==> src/rtl/ssd_pkg.sv <==
`default_nettype none
// ============================================================================
// Module   : ssd_pkg
// Brief    : Shared constants and helpers for the seven-segment scan driver.
// Revision : 1.0 - initial release
// ============================================================================
package ssd_pkg;

    // Active-low {a,b,c,d,e,f,g}; entry n is the glyph for hex digit n.
    localparam logic [15:0][6:0] SEG_TABLE = {
        7'b0111000, 7'b0110000, 7'b1000010, 7'b0110001,   // F E d C
        7'b1100000, 7'b0001000, 7'b0000100, 7'b0000000,   // b A 9 8
        7'b0001111, 7'b0100000, 7'b0100100, 7'b1001100,   // 7 6 5 4
        7'b0000110, 7'b0010010, 7'b1001111, 7'b0000001    // 3 2 1 0
    };

    localparam logic [6:0] SEG_OFF = 7'b1111111;

    function automatic int idx_width(input int n);
        return (n <= 1) ? 1 : $clog2(n);
    endfunction

endpackage
`default_nettype wire

==> src/rtl/ssd_hex_decode.sv <==
`default_nettype none
// ============================================================================
// Module   : ssd_hex_decode
// Brief    : Combinational nibble-to-segment decoder with blank override.
// Revision : 1.0 - initial release
// ============================================================================
module ssd_hex_decode
    import ssd_pkg::*;
#(
    parameter int SEG_ACTIVE_LOW = 1
) (
    input  logic [3:0] nibble_i,
    input  logic       blank_i,
    output logic [6:0] seg_o
);

    logic [6:0] w_code;

    always_comb begin
        w_code = blank_i ? SEG_OFF : SEG_TABLE[nibble_i];
        seg_o  = (SEG_ACTIVE_LOW != 0) ? w_code : ~w_code;
    end

endmodule
`default_nettype wire

==> src/rtl/ssd_scan_driver.sv <==
`default_nettype none
// ============================================================================
// Module   : ssd_scan_driver
// Brief    : Double-buffered, time-multiplexed hex seven-segment scan driver.
//            Optional leading-zero blanking when SSD_LZB_EN is defined.
// Revision : 1.0 - initial release
// ============================================================================
module ssd_scan_driver
    import ssd_pkg::*;
#(
    parameter int DIGITS         = 4,
    parameter int CLK_DIV        = 50000,
    parameter int SEG_ACTIVE_LOW = 1,
    parameter int AN_ACTIVE_LOW  = 1
) (
    input  logic                  clk,
    input  logic                  rst_n,
    input  logic [4*DIGITS-1:0]   value_i,
    input  logic                  load_i,
    input  logic [DIGITS-1:0]     blank_i,
    output logic [6:0]            seg_o,
    output logic [DIGITS-1:0]     an_o,
    output logic                  frame_o
);

    localparam int CW = idx_width(CLK_DIV);
    localparam int IW = idx_width(DIGITS);

    localparam logic [CW-1:0]     c_cnt_max = CW'(CLK_DIV - 1);
    localparam logic [IW-1:0]     c_idx_max = IW'(DIGITS - 1);
    localparam logic [6:0]        c_seg_off = (SEG_ACTIVE_LOW != 0) ? SEG_OFF : ~SEG_OFF;
    localparam logic [DIGITS-1:0] c_an_off  = (AN_ACTIVE_LOW != 0) ? '1 : '0;

    logic [CW-1:0]       cnt_q, cnt_d;
    logic [IW-1:0]       idx_q, idx_d;
    logic [4*DIGITS-1:0] shadow_val_q, shadow_val_d, active_val_q, active_val_d;
    logic [DIGITS-1:0]   shadow_blank_q, shadow_blank_d, active_blank_q, active_blank_d;
    logic                pending_q, pending_d;
    logic [6:0]          seg_q, seg_d;
    logic [DIGITS-1:0]   an_q, an_d;
    logic                frame_q;

    logic                w_tick, w_idx_last, w_wrap;
    logic [DIGITS-1:0]   w_lzb;
    logic [3:0]          w_nibble;
    logic                w_blank;

    assign w_tick     = (cnt_q == c_cnt_max);
    assign w_idx_last = (idx_q == c_idx_max);
    assign w_wrap     = w_tick & w_idx_last;

    assign cnt_d = w_tick ? '0 : cnt_q + CW'(1);
    assign idx_d = !w_tick ? idx_q : (w_idx_last ? '0 : idx_q + IW'(1));

    // A load in the wrap cycle is folded into shadow first, so it reaches active directly.
    always_comb begin
        shadow_val_d   = shadow_val_q;
        shadow_blank_d = shadow_blank_q;
        active_val_d   = active_val_q;
        active_blank_d = active_blank_q;
        pending_d      = pending_q;
        if (load_i) begin
            shadow_val_d   = value_i;
            shadow_blank_d = blank_i;
            pending_d      = 1'b1;
        end
        if (w_wrap && pending_d) begin
            active_val_d   = shadow_val_d;
            active_blank_d = shadow_blank_d;
            pending_d      = 1'b0;
        end
    end

`ifdef SSD_LZB_EN
    logic [DIGITS:0] w_upper_zero;
    assign w_upper_zero[DIGITS] = 1'b1;
    for (genvar k = 0; k < DIGITS; k++) begin : g_lzb
        assign w_upper_zero[k] = w_upper_zero[k+1] & (active_val_q[4*k +: 4] == 4'd0);
        assign w_lzb[k]        = (k != 0) & w_upper_zero[k];
    end
`else
    assign w_lzb = '0;
`endif

    always_comb begin
        w_nibble = 4'd0;
        w_blank  = 1'b0;
        for (int k = 0; k < DIGITS; k++) begin
            if (idx_q == IW'(k)) begin
                w_nibble = active_val_q[4*k +: 4];
                w_blank  = active_blank_q[k] | w_lzb[k];
            end
        end
    end

    ssd_hex_decode #(
        .SEG_ACTIVE_LOW (SEG_ACTIVE_LOW)
    ) u_dec (
        .nibble_i (w_nibble),
        .blank_i  (w_blank),
        .seg_o    (seg_d)
    );

    assign an_d = c_an_off ^ (DIGITS'(1) << idx_q);

    always_ff @(posedge clk or negedge rst_n) begin
        if (!rst_n) begin
            cnt_q          <= '0;
            idx_q          <= '0;
            shadow_val_q   <= '0;
            shadow_blank_q <= '0;
            active_val_q   <= '0;
            active_blank_q <= '0;
            pending_q      <= 1'b0;
            seg_q          <= c_seg_off;
            an_q           <= c_an_off;
            frame_q        <= 1'b0;
        end else begin
            cnt_q          <= cnt_d;
            idx_q          <= idx_d;
            shadow_val_q   <= shadow_val_d;
            shadow_blank_q <= shadow_blank_d;
            active_val_q   <= active_val_d;
            active_blank_q <= active_blank_d;
            pending_q      <= pending_d;
            seg_q          <= seg_d;
            an_q           <= an_d;
            frame_q        <= w_wrap;
        end
    end

    assign seg_o   = seg_q;
    assign an_o    = an_q;
    assign frame_o = frame_q;

endmodule
`default_nettype wire

==> config.mk <==
export PLATFORM = sky130hd
export DESIGN_NAME = ssd_scan_driver
export DESIGN_NICKNAME = d
export VERILOG_FILES = /design/src/rtl/ssd_pkg.sv /design/src/rtl/ssd_hex_decode.sv /design/src/rtl/ssd_scan_driver.sv
export SDC_FILE = /design/constraint.sdc
export NUM_CORES = 1
export LEC_CHECK = 0
export CORE_MARGIN = 5
export CORE_UTILIZATION = 55
export CTS_BUF_LIST = sky130_fd_sc_hd__clkbuf_16
export CTS_CLUSTER_DIAMETER = 80
export DETAILED_ROUTE_END_ITERATION = 10
export PLACE_DENSITY = 0.9
export SLEW_MARGIN = 10
export SYNTH_ARGS = -nofsm -noshare
export SYNTH_HDL_FRONTEND = slang
export SYNTH_SLANG_ARGS = --single-unit
==> constraint.sdc <==
create_clock -name clk -period 4.1 [get_ports clk]
set_input_delay 1.23 -clock clk [delete_from_list [all_inputs] [get_ports clk]]
set_output_delay 1.23 -clock clk [all_outputs]
set_load 0.1 [all_outputs]
==> impl_metrics.tcl <==
set metrics [dict create \
    outcome "complete, no violations" \
    period_needed_ns 3.19 \
    ys_async_sr_fraction 1.00 \
    drive_above_1_share 0.251 \
    wl_um 5840 \
    ys_ff_latch 71 \
    final_area_mm2 0.00391 \
    yosys_most_used_dff "dfrtp_1" \
    arrival_ns 1.96 \
    min_path_type "register to register" \
    num-nets-final 324 \
    clk_path_buf_depth 2 \
    critPathKind "register to primary output" \
    tritoncts "yes" \
    rows 28 \
    syn-num-nets 284 \
    setup_tns_ns 0 \
    worstPathBufferInverterCount 1 \
    cp_top_family "buffers and inverters" \
    skew_ns 0.00763 \
    ir_drop_mv 0.339 \
    track_usage 0.174 \
    maxSlewViolCount 0 \
    rsz0062_at_grt "no" \
    cp.required_ns 2.87 \
    syn_to_final_growth_pct 19.8 \
    slew_headroom 0.348 \
    seq_area_frac_synth 0.549 \
    synth_edf_count 0 \
    drc 0 \
    clock_latency_ns 0.33 \
    start_util 0.558 \
    post_cts_buffers 0 \
    period_share 0.779 \
    grt_pass1_vias 2101 \
    end_kind "primary output" \
    grt_max_degree 33 \
    io_buffer_count 34 \
    routed_via_density 5.47 \
    fillCellCount 411 \
    drt_iter0_drc 114 \
    die_w_um 87.0 \
    cts_sinks 71 \
    cts_buffers 9 \
    syn_area_mm2 0.00326 \
    routedWlPerCell_um 15.8 \
    path_clk_slew_ns 0.05 \
    core-area_mm2 0.00585 \
    power_mw 1.45 \
    fp.dieH_um 87.0 \
    finalHoldViolCount 0 \
    gp_congestion 0.882 \
    slowest_delay_ns 1.13 \
    ys_warn_count 0 \
    postCtsHoldBufs 0 \
    hpwlAfterDp_um 4200 \
    htree_num_levels 3 \
    synth.avg_cell_area_um2 13.0 \
    cp_max_fo 1 \
    multi_input_area_mm2 0.00138 \
    io_pins 35 \
    power_density_mw_per_mm2 372 \
    dieArea_mm2 0.00757 \
    dr.pass1.iters 4 \
    vias 2024 \
    slowest_stage "clkdlybuf4s50_1" \
    n_antenna_cell 0 \
    cts_resized 0 \
    synth_cell_types 43 \
    startpoint_type "register" \
    ant_nets 0 \
    dpl-instance-area_mm2 0.00365 \
    root_buffer "clkbuf_16" \
    grt_pass1_wl_um 9980 \
    max-cap-violations 0 \
    crit_chain "clkdlybuf4s50_1" \
    grt_antenna_before_repair 0 \
    setup_viol 0 \
    p_leak_nw 1.83 \
    worst_slew_pin_slew_ns 0.962 \
    seq_area_mm2 0.00179 \
    max_freq_mhz 313 \
    grt-ovfl-total 0 \
    synth_cells 250 \
]
==> state kept, by name, summed over array words and instances, names as in the netlist <==
register        cells
frame_o             1
active_val_q       16
shadow_val_q       16
cnt_q              16
pending_q           1
seg_o               7
idx_q               2
an_o                4
active_blank_q      4
shadow_blank_q      4
==> cell usage after synthesis (all sizes together) (2+ instances only) <==
cell type | instances | area, µm²
nor2b | 4 | 25.0
buf | 6 | 42.5
nand3 | 9 | 50.1
nor3 | 2 | 10.0
mux2i | 4 | 40.0
nand2 | 13 | 48.8
a21oi | 4 | 20.0
o211ai | 5 | 37.5
nand2b | 7 | 43.8
o21ai | 3 | 15.0
xor2 | 8 | 70.1
mux2 | 40 | 526
inv | 12 | 45.0
dfstp | 11 | 289
a211oi | 2 | 20.0
dfrtp | 60 | 1500
o221ai | 4 | 35.0
nand4 | 3 | 18.8
clkbuf | 2 | 7.51
ha | 11 | 138
xnor2 | 4 | 35.0
and3 | 3 | 18.8
nor2 | 16 | 60.1
nor3b | 2 | 15.0
nand3b | 3 | 35.0
==> where the power goes <==
group	switching [mW]	leakage [nW]	internal, mW
clock	0.264	0.136	0.394
sequential	0.00479	0.887	0.722
combinational	0.0310	0.805	0.0382
==> cell type report <==
class,instances,area share
Clock inverter,7,0.00705
Multi-Input combinational cell,159,0.352
Inverter,12,0.0115
Clock buffer,9,0.0577
Timing Repair Buffer,37,0.0890
Sequential cell,71,0.458
Tap cell,75,0.0240
==> metrics by stage <==
step / cells / util / hold slack [ns] / worst slack (ns)
CTS: 370 / 0.668 / 0.481 / 0.881
finish: 370 / 0.668 / 0.483 / 0.907
floorplan: 250 / - / 0.446 / 1.79
global placement: 354 / 0.624 / 0.463 / 1.06
detailed placement: 354 / 0.624 / 0.467 / 0.967
global route: 370 / 0.668 / 0.485 / 0.864
==> metal layers <==
metal,GRT usage,share of wire,vias to the layer above,wire length [µm]
li1,-,-,955,-
met1,0.204,0.41,1003,2410
met2,0.291,0.51,56,2990
met3,0.0691,0.064,10,373
met4,0.0552,0.013,0,74
met5,0,0,-,0
==> cell usage in the layout (no fill, tap or decap), drive strengths merged, types with 5 or more instances in the layout <==
cell            n
nand2b          7
nand2          13
ha             11
buf             8
nand3           9
clkdlybuf4s50  29
dfrtp          60
o211ai          5
dfstp          11
inv            15
xor2            8
clkbuf          9
nor2           16
mux2           40
==> worst paths after layout <==
kind,slack [ns],from,cells past startpoint,endpoint
worst max-delay path,0.91,seg_o[2],1,seg_o[2]
worst min-delay path,0.48,pending_q,2,pending_q
worst max register to register,1.43,idx_q[1],9,seg_o[3]
worst min register to register,0.48,pending_q,2,pending_q
max in group asynchronous,2.32,rst_n,2,an_o[3]
min in group asynchronous,0.94,rst_n,1,shadow_val_q[4]
==> worst min-delay path, delay by kind of cell, from the launching register on <==
kind	cells	cell delay, ns
flip-flops	1	0.32
AND/OR/NAND/NOR	2	0.13
==> cells by family (layout without fill, tap and decap cells) <==
| logic type | Yosys count | in the layout | share of synthesized area |
|---|---|---|---|
| flip-flops | 71 | 71 | 0.549 |
| AND/OR/NAND/NOR | 66 | 66 | 0.110 |
| multiplexers | 44 | 44 | 0.173 |
| AO/OA/AOI/OAI | 26 | 26 | 0.0644 |
| buffers and inverters | 20 | 65 | 0.0292 |
| XOR/XNOR | 12 | 12 | 0.0322 |
| adder cells (fa/ha/maj) | 11 | 11 | 0.0422 |
(Power assumes the default switching activity.)
